==> src/rtl/booth_mul_div_sequencer.sv <==
// booth_mul_div_sequencer
// Multi-cycle signed MUL/DIV sequencer feeding the HI/LO register pair.
// MUL uses radix-2 Booth recoding, one multiplier bit per clock.
// DIV uses restoring division on operand magnitudes followed by a sign fix.
// Optional feature macro: BOOTH_SEQ_DIVIDE_EN (undefined: every operation is MUL,
// op is ignored and div_by_zero is tied low).
//
// state  | meaning
// -------+-----------------------------------------------------------------
// IDLE   | waiting for start; operands and op latched on the accepting edge
// LOAD   | initialise acc/Q/M (or magnitudes and signs); DIV by zero -> DONE
// ITER   | one Booth or restoring step per clock, WIDTH steps in total
// FIX    | copy product, or sign-corrected quotient/remainder, into hi/lo
// DONE   | one-cycle done pulse, busy low, back to IDLE
`timescale 1ns/1ps
module booth_mul_div_sequencer #(
    parameter int WIDTH = 32
) (
    input  logic             clk,
    input  logic             clr_n,
    input  logic             start,
    input  logic             op,
    input  logic [WIDTH-1:0] a,
    input  logic [WIDTH-1:0] b,
    output logic             busy,
    output logic             done,
    output logic [WIDTH-1:0] hi,
    output logic [WIDTH-1:0] lo,
    output logic             div_by_zero
);

    localparam int CW = (WIDTH > 1) ? $clog2(WIDTH) : 1;
    localparam logic [CW-1:0] CNT_LAST = CW'(WIDTH - 1);

    typedef enum logic [2:0] {
        S_IDLE = 3'd0,
        S_LOAD = 3'd1,
        S_ITER = 3'd2,
        S_FIX  = 3'd3,
        S_DONE = 3'd4
    } state_t;

    state_t r_state;
    state_t w_state_nxt;

    logic [WIDTH-1:0] r_a;
    logic [WIDTH-1:0] r_b;
    logic [WIDTH-1:0] r_q;
    logic [WIDTH:0]   r_acc;
    logic [WIDTH:0]   r_m;
    logic             r_qm1;
    logic [CW-1:0]    r_cnt;
    logic [WIDTH-1:0] r_hi;
    logic [WIDTH-1:0] r_lo;
    logic             r_dbz;

    logic             w_div_op;
    logic             w_div_zero;
    logic             w_last_iter;
    logic [WIDTH:0]   w_mul_sum;
    logic [WIDTH:0]   w_mul_acc;
    logic [WIDTH-1:0] w_mul_q;
    logic [WIDTH:0]   w_step_acc;
    logic [WIDTH-1:0] w_step_q;
    logic [WIDTH-1:0] w_res_hi;
    logic [WIDTH-1:0] w_res_lo;

    assign w_last_iter = (r_cnt == '0);

    // Booth step: add/subtract M per {Q0, q_-1}, then arithmetic shift right
    always_comb begin
        w_mul_sum = r_acc;
        case ({r_q[0], r_qm1})
            2'b01:   w_mul_sum = r_acc + r_m;
            2'b10:   w_mul_sum = r_acc - r_m;
            default: w_mul_sum = r_acc;
        endcase
    end

    assign w_mul_acc = {w_mul_sum[WIDTH], w_mul_sum[WIDTH:1]};
    assign w_mul_q   = {w_mul_sum[0], r_q[WIDTH-1:1]};

`ifdef BOOTH_SEQ_DIVIDE_EN
    logic             r_op;
    logic             r_sa;
    logic             r_sb;
    logic [WIDTH-1:0] w_abs_a;
    logic [WIDTH-1:0] w_abs_b;
    logic [WIDTH:0]   w_rsh;
    logic [WIDTH+1:0] w_trial;
    logic [WIDTH:0]   w_div_acc;
    logic [WIDTH-1:0] w_div_q;
    logic [WIDTH-1:0] w_quo;
    logic [WIDTH-1:0] w_rem;

    assign w_div_op   = r_op;
    assign w_div_zero = r_op && (r_b == '0);

    // Magnitudes; -2^(W-1) maps onto itself, which is correct as unsigned
    assign w_abs_a = r_a[WIDTH-1] ? -r_a : r_a;
    assign w_abs_b = r_b[WIDTH-1] ? -r_b : r_b;

    // Restoring step: shift {R,Q} left, keep R-|b| only when it is non-negative
    assign w_rsh     = {r_acc[WIDTH-1:0], r_q[WIDTH-1]};
    assign w_trial   = {1'b0, w_rsh} - {1'b0, r_m};
    assign w_div_acc = w_trial[WIDTH+1] ? w_rsh : w_trial[WIDTH:0];
    assign w_div_q   = {r_q[WIDTH-2:0], ~w_trial[WIDTH+1]};

    // Quotient truncates toward zero; remainder follows the dividend's sign
    assign w_quo = (r_sa ^ r_sb) ? -r_q : r_q;
    assign w_rem = r_sa ? -r_acc[WIDTH-1:0] : r_acc[WIDTH-1:0];

    // Operation select and operand signs for the divide path
    always_ff @(posedge clk or negedge clr_n) begin
        if (!clr_n) begin
            r_op <= 1'b0;
            r_sa <= 1'b0;
            r_sb <= 1'b0;
        end else begin
            if (r_state == S_IDLE && start) begin
                r_op <= op;
            end
            if (r_state == S_LOAD) begin
                r_sa <= r_a[WIDTH-1];
                r_sb <= r_b[WIDTH-1];
            end
        end
    end
`else
    logic w_unused_op;
    assign w_unused_op = op;
    assign w_div_op    = 1'b0;
    assign w_div_zero  = 1'b0;
`endif

    // Per-iteration update and final result, selected by the latched operation
    always_comb begin
        w_step_acc = w_mul_acc;
        w_step_q   = w_mul_q;
        w_res_hi   = r_acc[WIDTH-1:0];
        w_res_lo   = r_q;
`ifdef BOOTH_SEQ_DIVIDE_EN
        if (w_div_op) begin
            w_step_acc = w_div_acc;
            w_step_q   = w_div_q;
            w_res_hi   = w_rem;
            w_res_lo   = w_quo;
        end
`endif
    end

    // State register
    always_ff @(posedge clk or negedge clr_n) begin
        if (!clr_n) begin
            r_state <= S_IDLE;
        end else begin
            r_state <= w_state_nxt;
        end
    end

    // Next-state decode and Moore outputs
    always_comb begin
        w_state_nxt = r_state;
        busy        = 1'b0;
        done        = 1'b0;
        case (r_state)
            S_IDLE: begin
                if (start) begin
                    w_state_nxt = S_LOAD;
                end
            end
            S_LOAD: begin
                busy        = 1'b1;
                w_state_nxt = w_div_zero ? S_DONE : S_ITER;
            end
            S_ITER: begin
                busy = 1'b1;
                if (w_last_iter) begin
                    w_state_nxt = S_FIX;
                end
            end
            S_FIX: begin
                busy        = 1'b1;
                w_state_nxt = S_DONE;
            end
            S_DONE: begin
                done        = 1'b1;
                w_state_nxt = S_IDLE;
            end
            default: begin
                w_state_nxt = S_IDLE;
            end
        endcase
    end

    // Datapath: operand capture, iteration registers and the HI/LO result pair
    always_ff @(posedge clk or negedge clr_n) begin
        if (!clr_n) begin
            r_a   <= '0;
            r_b   <= '0;
            r_q   <= '0;
            r_acc <= '0;
            r_m   <= '0;
            r_qm1 <= 1'b0;
            r_cnt <= '0;
            r_hi  <= '0;
            r_lo  <= '0;
            r_dbz <= 1'b0;
        end else begin
            case (r_state)
                S_IDLE: begin
                    if (start) begin
                        r_a   <= a;
                        r_b   <= b;
                        r_dbz <= 1'b0;
                    end
                end
                S_LOAD: begin
                    if (w_div_zero) begin
                        r_hi  <= r_a;
                        r_lo  <= '1;
                        r_dbz <= 1'b1;
                    end else begin
                        r_acc <= '0;
                        r_qm1 <= 1'b0;
                        r_cnt <= CNT_LAST;
                        r_q   <= r_a;
                        r_m   <= {r_b[WIDTH-1], r_b};
`ifdef BOOTH_SEQ_DIVIDE_EN
                        if (r_op) begin
                            r_q <= w_abs_a;
                            r_m <= {1'b0, w_abs_b};
                        end
`endif
                    end
                end
                S_ITER: begin
                    r_acc <= w_step_acc;
                    r_q   <= w_step_q;
                    r_qm1 <= r_q[0];
                    if (!w_last_iter) begin
                        r_cnt <= r_cnt - CW'(1);
                    end
                end
                S_FIX: begin
                    r_hi <= w_res_hi;
                    r_lo <= w_res_lo;
                end
                default: begin
                end
            endcase
        end
    end

    assign hi          = r_hi;
    assign lo          = r_lo;
    assign div_by_zero = r_dbz;

endmodule

==> config.mk <==
export PLATFORM = sky130hd
export DESIGN_NAME = booth_mul_div_sequencer
export DESIGN_NICKNAME = d
export VERILOG_FILES = /design/src/rtl/booth_mul_div_sequencer.sv
export SDC_FILE = /design/constraint.sdc
export NUM_CORES = 1
export LEC_CHECK = 0
export CAP_MARGIN = 20
export CORE_MARGIN = 2
export CORE_UTILIZATION = 57
export CTS_BUF_LIST = sky130_fd_sc_hd__clkbuf_4 sky130_fd_sc_hd__clkbuf_8 sky130_fd_sc_hd__clkbuf_16
export DETAILED_ROUTE_END_ITERATION = 12
export GPL_TIMING_DRIVEN = 0
export PLACE_DENSITY_LB_ADDON = 0.15
export SLEW_MARGIN = 25
export SYNTH_ARGS = -nofsm -noshare
export SYNTH_HDL_FRONTEND = slang
export SYNTH_SLANG_ARGS = --single-unit
==> constraint.sdc <==
create_clock -name clk -period 5.8 [get_ports clk]
set_input_delay 1.16 -clock clk [delete_from_list [all_inputs] [get_ports clk]]
set_output_delay 1.16 -clock clk [all_outputs]
set_load 0.02 [all_outputs]
### Word-level counts from Yosys, hierarchy flattened

Cells that the tools add are included.

* register bits after elaboration: 234
* latch bits: 0
* RAM bits: 0
* ROM bits: 0
* input port bits: 68
* output and inout bits: 67
* word-level logic and storage cells: 40
* memories kept: 0

* add/subtract/negate cells: 3
* $mul: 0
* div/mod/pow operators: 0
* order comparisons: 0
* equal/unequal tests: 9
* shift-type cells: 0
* multiplexer cells: 11
* bitwise logic cells: 0
* reduce and logical (&&, ||, !) cells: 7

Operators by type and width (number)
* $pmux W33 S2: 2
* $pmux W32 S2: 1
* $add A33 B33 Y33: 1
* $sub A33 B33 Y33: 1
* $pmux W3 S4: 1
* $pmux W5 S2: 1
* $eq A3 B2 Y1 const B: 2
* $mux W3: 2
* $ne A2 B2 Y1 const B: 3
* $reduce_and A2 Y1: 3
* $logic_not A5 Y1: 1
* $mux W5: 1
* $sub A5 B1 Y5 const B: 1
* $eq A3 B1 Y1 const B: 1
* $eq A3 B3 Y1 const B: 1
* $logic_not A3 Y1: 1
* $reduce_or A3 Y1: 1
* $eq A2 B1 Y1 const B: 1
* $eq A2 B2 Y1 const B: 1
* $mux W1: 2
* $pmux W1 S2: 1
* $reduce_bool A2 Y1: 1

### Logic depth before layout (Yosys ltp)

Gate-level depths: netlist (run 1).

* depth after elaboration: 3
* depth in mapped cells: 17
* mapped depth without buffers: 17

### Worst setup path before layout (run 1)

No wires, ideal clock.

* path type: reg2reg
* start: register r_m[3]
* end: register r_acc[24]
* setup time: 121 ps
* arrival: 3989 ps
* data required time: 5679 ps
* path slack: 1690 ps
* stages on the path, launching flop included: 18
* buffers on the path: 1
* period minus slack after synthesis: 4110 ps
* cells stage by stage: dfrtp_1 > nor4_1 > nor4b_1 > nor2b_1 > and2_1 > nor2_1 > xnor2_1 > ha_1 > buf_2 > and2_1 > a22o_1 > o311ai_2 > a21oi_2 > or4_4 > a311oi_4 > xor2_1 > o21ai_1 > a22o_1

* word-level cells in the longest chain between the ends: 3
* elaborated cells on any way between the ends: 4
* classes of those cells: 2 x add/sub; 2 x mux

Ends and longest elaborated chain
* start: declaration: RTL line 50 `logic [WIDTH:0] r_m;`
* start signal: assignment: RTL line 228 `r_m <= {r_b[WIDTH-1], r_b};`
* $sub A33 B33 Y33 or $add A33 B33 Y33 (tied branches): RTL line 75, 74
* $pmux W33 S2 (*): RTL line 73 `case ({r_q[0], r_qm1})`
* $pmux W33 S2 (*): RTL line 210 `case (r_state)`
* end signal: assignment: RTL line 238 `r_acc <= w_step_acc;`
* end: declaration: RTL line 49 `logic [WIDTH:0] r_acc;`

Mark *: on every way between the ends. The rest lies on a longest branch, timed or not.
A chain may end at the register's enable or synchronous reset.

### Worst setup path in the final report (run 1)

* start: register r_m[3]
* end: register r_acc[26]

Same word-level chain as after synthesis.

==> results of run 1 <==
[sequential cells by signal, summed over array words and instances, names as in the netlist]
register / cells
r_state: 3
r_qm1: 1
r_m: 32
hi: 32
lo: 32
r_a: 32
r_acc: 32
r_b: 32
r_cnt: 5
r_q: 32
[synthesized netlist by cell type, drive strengths merged (4+ instances only)]
master / count
a31oi: 17
nor2b: 4
o21a: 7
nand2: 368
and2: 5
nand4: 12
a32oi: 7
buf: 16
o31ai: 4
xor2: 13
inv: 28
nand3: 16
ha: 36
xnor2: 48
o21bai: 5
nor4: 6
nor2: 64
a22o: 6
o211ai: 5
nor3: 19
clkbuf: 53
and3: 6
a21o: 17
a21oi: 70
mux2: 64
a22oi: 21
dfrtp: 233
o21ai: 52
[logic make-up (layout without fill, tap and decap cells)]
family	Yosys count	after routing	synth area share
and+or+nand+nor	519	519	0.186
xor gates and xnor gates	61	61	0.0461
adders and majority gates	37	37	0.0406
DFF	233	233	0.503
AOI/OAI and AO/OA	229	229	0.126
muxes	67	67	0.0647
other	1	1	0.000323
buffers and inverters	97	274	0.0342
[worst paths after layout]
kind / start / slack (ps) / depth (start not counted) / end
worst max-delay path: r_m[3] / 800 / 17 / r_acc[26]
worst min-delay path: r_b[20] / 470 / 2 / r_m[20]
worst max register to register: r_m[3] / 800 / 17 / r_acc[26]
worst min register to register: r_b[20] / 470 / 2 / r_m[20]
max in group asynchronous: clr_n / 4030 / 3 / r_q[7]
min in group asynchronous: clr_n / 570 / 1 / hi[6]
[area by class of cell]
class	instances	area, um^2
Multi-Input combinational cell	914	5370
Timing Repair Buffer	134	1380
Buffer	69	292
Clock inverter	10	81.3
Tap cell	270	338
Inverter	28	105
Fill cell	1538	5990
Clock buffer	33	711
Sequential cell	233	5830
[worst min-delay path, delay by kind of cell (launching register included)]
kind	cells	cell delay, ps
and+or+nand+nor	2	100
DFF	1	340
[metal layers]
metal / track usage / wire length (um) / share of wire / vias to the layer above
met4: 0.0782 / 770 / 0.026 / 0
li1: - / - / - / 4556
met1: 0.404 / 13600 / 0.46 / 4601
met3: 0.0491 / 1870 / 0.063 / 60
met2: 0.446 / 13500 / 0.45 / 283
met5: 0 / 0 / 0 / -
[power by group]
group	switching (mW)	internal, mW
registers	0.532	2.34
clock network	0.649	0.902
logic	2.85	1.98
==> key figures, run 1 <==
Timing
  • Fin worst setup slack: about 800 ps
  • Endpoints failing setup: 0
  • Tmin final: between 5000 and 6000 ps
  • Fmax: 0.200 GHz
  • Setup Skew: approximately 13 ps
  • Tcrit/Tclk final: 0.863
  • Worst slew margin: 0.400
  • Setup TNS Final: 0 ps
  • Final Hold Violating Endpoints: 0
  • Final hold slack: roughly 470 ps
  • Actual slew at the worst max-slew pin: 900 ps
  • Unrepaired setup endpoints after global routing: no
  • Final Slew Violations: 0

Synth
  • Share of Yosys cell area claimed by the top area cell type: 0.503
  • Synth area leaders: dfrtp_1 (50%), nand2_1 (12%), mux2_2 (6.2%)
  • Sequential fraction of the synthesis area: 0.503
  • Syn Nets: 1349
  • YS warnings: 0
  • Synth Flop Type: dfrtp_1
  • Post-synth EDFFs: 0
  • Post-synth top area cell: dfrtp_1
  • Syn_area_per_cell: 9.33 um^2
  • FFs w/ async S/R, synth: 1.00
  • Register bit total from synthesis: about 230
  • Synthesized area: about 0.012 mm^2
  • Gate Count Post-Synth: 1244
  • Count of cell types in the netlist: 65

Placed design
  • Placer Congestion: 0.927
  • Placed Cells: 1648
  • HPWL after detailed placement: 21500 um
  • Port-buffer cells: ~130
  • Place WS: slightly above 900 ps
  • DP Area: 0.0133 mm^2

Setup path
  • Slowest stage cell, crit path: a221oi_1
  • CP cell instances: nor4_1 -> nor4b_1 -> nor2b_1 -> and2_1 -> nor2_1 -> xnor2_1 -> ha_1 -> buf_2 -> and2_1 -> a22o_1 -> o311ai_2 -> a31oi_1 -> a21oi_1 -> o21ai_1 -> a221oi_1 -> xnor2_1 -> a21oi_1
  • Type of the worst setup path: register to register
  • Critical Path Sink Type: register
  • Data arrival, critical path: between 5000 and 6000 ps
  • Top delay family on crit path: compound AO/OA/AOI/OAI gates
  • Slowest stage delay, CP: 600 ps
  • Data required, critical path: slightly above 6000 ps
  • CP Max Fanout: 8
  • Startpoint types: register
  • CP Buf/Inv Count: 1

Clock network
  • CTS clk-pin slew, worst paths: around 70 ps
  • Root Buffer: clkbuf_16
  • CTS resizes: 0
  • TritonCTS Sinks: 233
  • H-tree Lvls: 1
  • Worst-skew pair later-pin latency: 520 ps
  • CTS Buffer Depth: 3
  • CTS tree: done
  • CTS Buf Count: 24
  • Hold buffers post-CTS: 0
  • Post-CTS Setup Bufs: 0

Die
  • Die Width: 147 um
  • Area of the core: 0.0201 mm^2
  • # rows: between 50 and 60
  • Die Area: 0.0215 mm^2
  • Die height: 147 um
  • Starting Density: 0.577
  • I/O pins: 135

Cells and area
  • Area Overhead vs Synth: 21.6%
  • Layout cells sized above 1: 0.0929
  • Most frequent cells in the layout: nand2_1 (368), dfrtp_1 (233), clkdlybuf4s50_1 (131)
  • Post-layout net count: ~1500
  • Cell area after layout: 0.0141 mm^2
  • Number of diodes: 0
  • Util after Layout: 0.702
  • Commonest non-fill, non-tap cell in the layout: nand2_1
  • Post-Layout Cell Count: 1691

Route
  • Antenna-violating nets left: 0
  • Vias per inst: between 5 and 6
  • DRC: 0
  • Initial DRC count: 525
  • First-pass detailed-route iteration total: 5
  • Routed vias: 9500
  • Final wirelength: 29700 um
  • Drt wl/cell: 17.6 um

Pwr
  • VDD IR max: 341 uV
  • Total Power: roughly 9 mW
  • LEAKAGE: around 6.5 nW
  • Power per Cell Area: 655 mW/mm^2

Global routing
  • Total GRT Usage: 0.282
  • Vias in the first global route: 9439
  • Initial antenna violation count: 0
  • Largest net degree at the start of global routing: between 90 and 100
  • Wire length of the first global-routing pass: ~48000 um
  • GRT Residual Overflow: 0

Hold path
  • Worst hold path type: register to register

Run status
  • Status: finished clean

Job
  • Maxcap violations: 0
Power figures use the tool's default switching activity.
==> run 2, diff against run 1 <==
--- a/config.mk
+++ b/config.mk
@@ -6,12 +6,12 @@
 export NUM_CORES = 1
 export LEC_CHECK = 0
 export CAP_MARGIN = 20
-export CORE_MARGIN = 2
+export CORE_MARGIN = 1
 export CORE_UTILIZATION = 57
 export CTS_BUF_LIST = sky130_fd_sc_hd__clkbuf_4 sky130_fd_sc_hd__clkbuf_8 sky130_fd_sc_hd__clkbuf_16
 export DETAILED_ROUTE_END_ITERATION = 12
 export GPL_TIMING_DRIVEN = 0
-export PLACE_DENSITY_LB_ADDON = 0.15
+export PLACE_DENSITY = 0.81
 export SLEW_MARGIN = 25
 export SYNTH_ARGS = -nofsm -noshare
 export SYNTH_HDL_FRONTEND = slang
==> key figures, run 2 (same netlist as run 1, synthesis figures left out) <==
Pwr
  • Reg power frac: 0.311
  • VDD IR max: 370 uV
  • Comb power frac: 0.518
  • Internal power: 5.28 mW
  • Power per Cell Area: 661 mW/mm^2
  • LEAKAGE: 6.55 nW
  • Net Sw Frac: 0.435
  • Switching power: around 4 mW
  • Total Power: 9.34 mW
  • Clock group share of total power: 0.171

Global routing
  • Met1 Use GR: 0.416
  • Vias in the first global route: 9250
  • Wire length of the first global-routing pass: ~48000 um
  • GR met3 Demand/Resource: 0.0480
  • Largest net degree at the start of global routing: 89
  • Top Usage Layer GRT: met2
  • Total GRT Usage: 0.298
  • Met2 Usage GRT: 0.479
  • Initial antenna violation count: 0
  • GRT Residual Overflow: 0

Cells and area
  • Cell area after layout: 0.0141 mm^2
  • Commonest non-fill, non-tap cell in the layout: nand2_1
  • Post-layout net count: around 1500
  • Register area: 0.00583 mm^2
  • Multi-input logic area: around 0.0054 mm^2
  • Layout cells sized above 1: 0.0929
  • Most frequent cells in the layout: nand2_1 (368), dfrtp_1 (233), clkdlybuf4s50_1 (131)
  • Area Overhead vs Synth: 21.9%
  • Fill cells: 1467
  • Number of diodes: 0

Clock network
  • CTS tree: done
  • CTS Buffer Depth: 3
  • Root Buffer: clkbuf_16
  • H-tree Lvls: 1
  • Post-CTS Setup Bufs: 0
  • Hold buffers post-CTS: 0
  • CTS clk-pin slew, worst paths: approximately 70 ps
  • CTS Buf Count: 24
  • CTS resizes: 0
  • Worst-skew pair later-pin latency: 520 ps
  • TritonCTS Sinks: roughly 230

Timing
  • Setup Skew: 9.94 ps
  • Tmin final: about 4800 ps
  • Final Slew Violations: 0
  • Final hold slack: 468 ps
  • Actual slew at the worst max-slew pin: around 1000 ps
  • Endpoints failing setup: 0
  • Fmax: 0.207 GHz
  • Final Hold Violating Endpoints: 0
  • Unrepaired setup endpoints after global routing: no
  • Worst slew margin: 0.352
  • Tcrit/Tclk final: 0.834
  • Setup TNS Final: 0 ps

Setup path
  • Data required, critical path: 6200 ps
  • Startpoint types: register
  • Type of the worst setup path: register to register
  • Critical Path Sink Type: register
  • Flop2flop setup slack: 960 ps
  • Data arrival, critical path: 5240 ps
  • CP Max Fanout: 8

Placed design
  • Placer Congestion: 0.944
  • DP Area: about 0.013 mm^2
  • HPWL after detailed placement: about 21000 um
  • Port-buffer cells: 132

Die
  • Area of the core: approximately 0.020 mm^2
  • Die height: 145 um
  • I/O pins: about 140
  • Starting Density: 0.588
  • # rows: 51
  • Die Area: 0.0209 mm^2
  • Die Width: 145 um

Route
  • DRC: 0
  • Initial DRC count: 857
  • Antenna-violating nets left: 0
  • Vias per inst: 5.69
  • Routed vias: 9591
  • First-pass detailed-route iteration total: 5
  • Final wirelength: 30200 um
  • Drt wl/cell: 17.9 um

Hold path
  • Worst hold path type: register to register

Run status
  • Status: finished clean

Job
  • Maxcap violations: 0
-- run 2: cell types whose count changed in the layout (fill, tap and decap cells not counted) --
cell / change
clkinv_2: -5
bufinv_16: +1
clkbuf_4: +1
clkinvlp_4: +1
inv_6: +1
inv_8: +1
-- run 2: final timing paths --
check	startpoint	endpoint	cells after the start
worst min register to register	r_b[5]	r_m[5]	2
worst max-delay path	r_m[3]	r_acc[26]	17
min in group asynchronous	clr_n	r_a[26]	1
max in group asynchronous	clr_n	lo[18]	3
worst max register to register	r_m[3]	r_acc[26]	17
worst min-delay path	r_b[5]	r_m[5]	2
-- run 2: cell type report --
type	count	share of cell area
Timing Repair Buffer	134	0.0976
Sequential cell	233	0.412
Clock inverter	9	0.00805
Tap cell	265	0.0234
Clock buffer	34	0.0508
Inverter	28	0.00743
Multi-Input combinational cell	914	0.380
Buffer	69	0.0206
-- run 2: power groups by stage --
stage	clock network, mW	logic, mW	registers (mW)
finish	1.60	4.84	2.90
global route	1.69	5.32	2.98
CTS	1.62	4.81	2.89
detailed placement	0	4.76	2.90
global placement	0	4.64	2.87
floorplan	0	3.21	2.95
-- run 2: worst max-delay path: stages (launching register included) --
cell,delay (ps)
dfrtp_1,430
nor4_1,450
nor4b_1,370
nor2b_1,390
and2_1,260
nor2_1,70
xnor2_1,190
ha_1,250
buf_2,170
and2_1,170
a22o_1,200
o311ai_2,380
a31oi_1,160
a21oi_1,270
o21ai_1,150
a221oi_1,510
xnor2_1,200
a21oi_1,90
-- run 2: per-layer routing --
layer  routed length (um)  vias up
met5                    0        -
met4                  742        0
met3                 2050       56
met2                14200      340
met1                13200     4639
li1                     -     4556
-- run 2: per-stage QoR --
stage	utilization	setup WS (ps)	instances
2_1_floorplan	-	1690	1244
3_3_place_gp	0.672	-5930	1641
3_5_place_dp	0.675	1100	1643
4_1_cts	0.717	1020	1686
5_1_grt	0.717	679	1686
6_report	0.717	965	1686
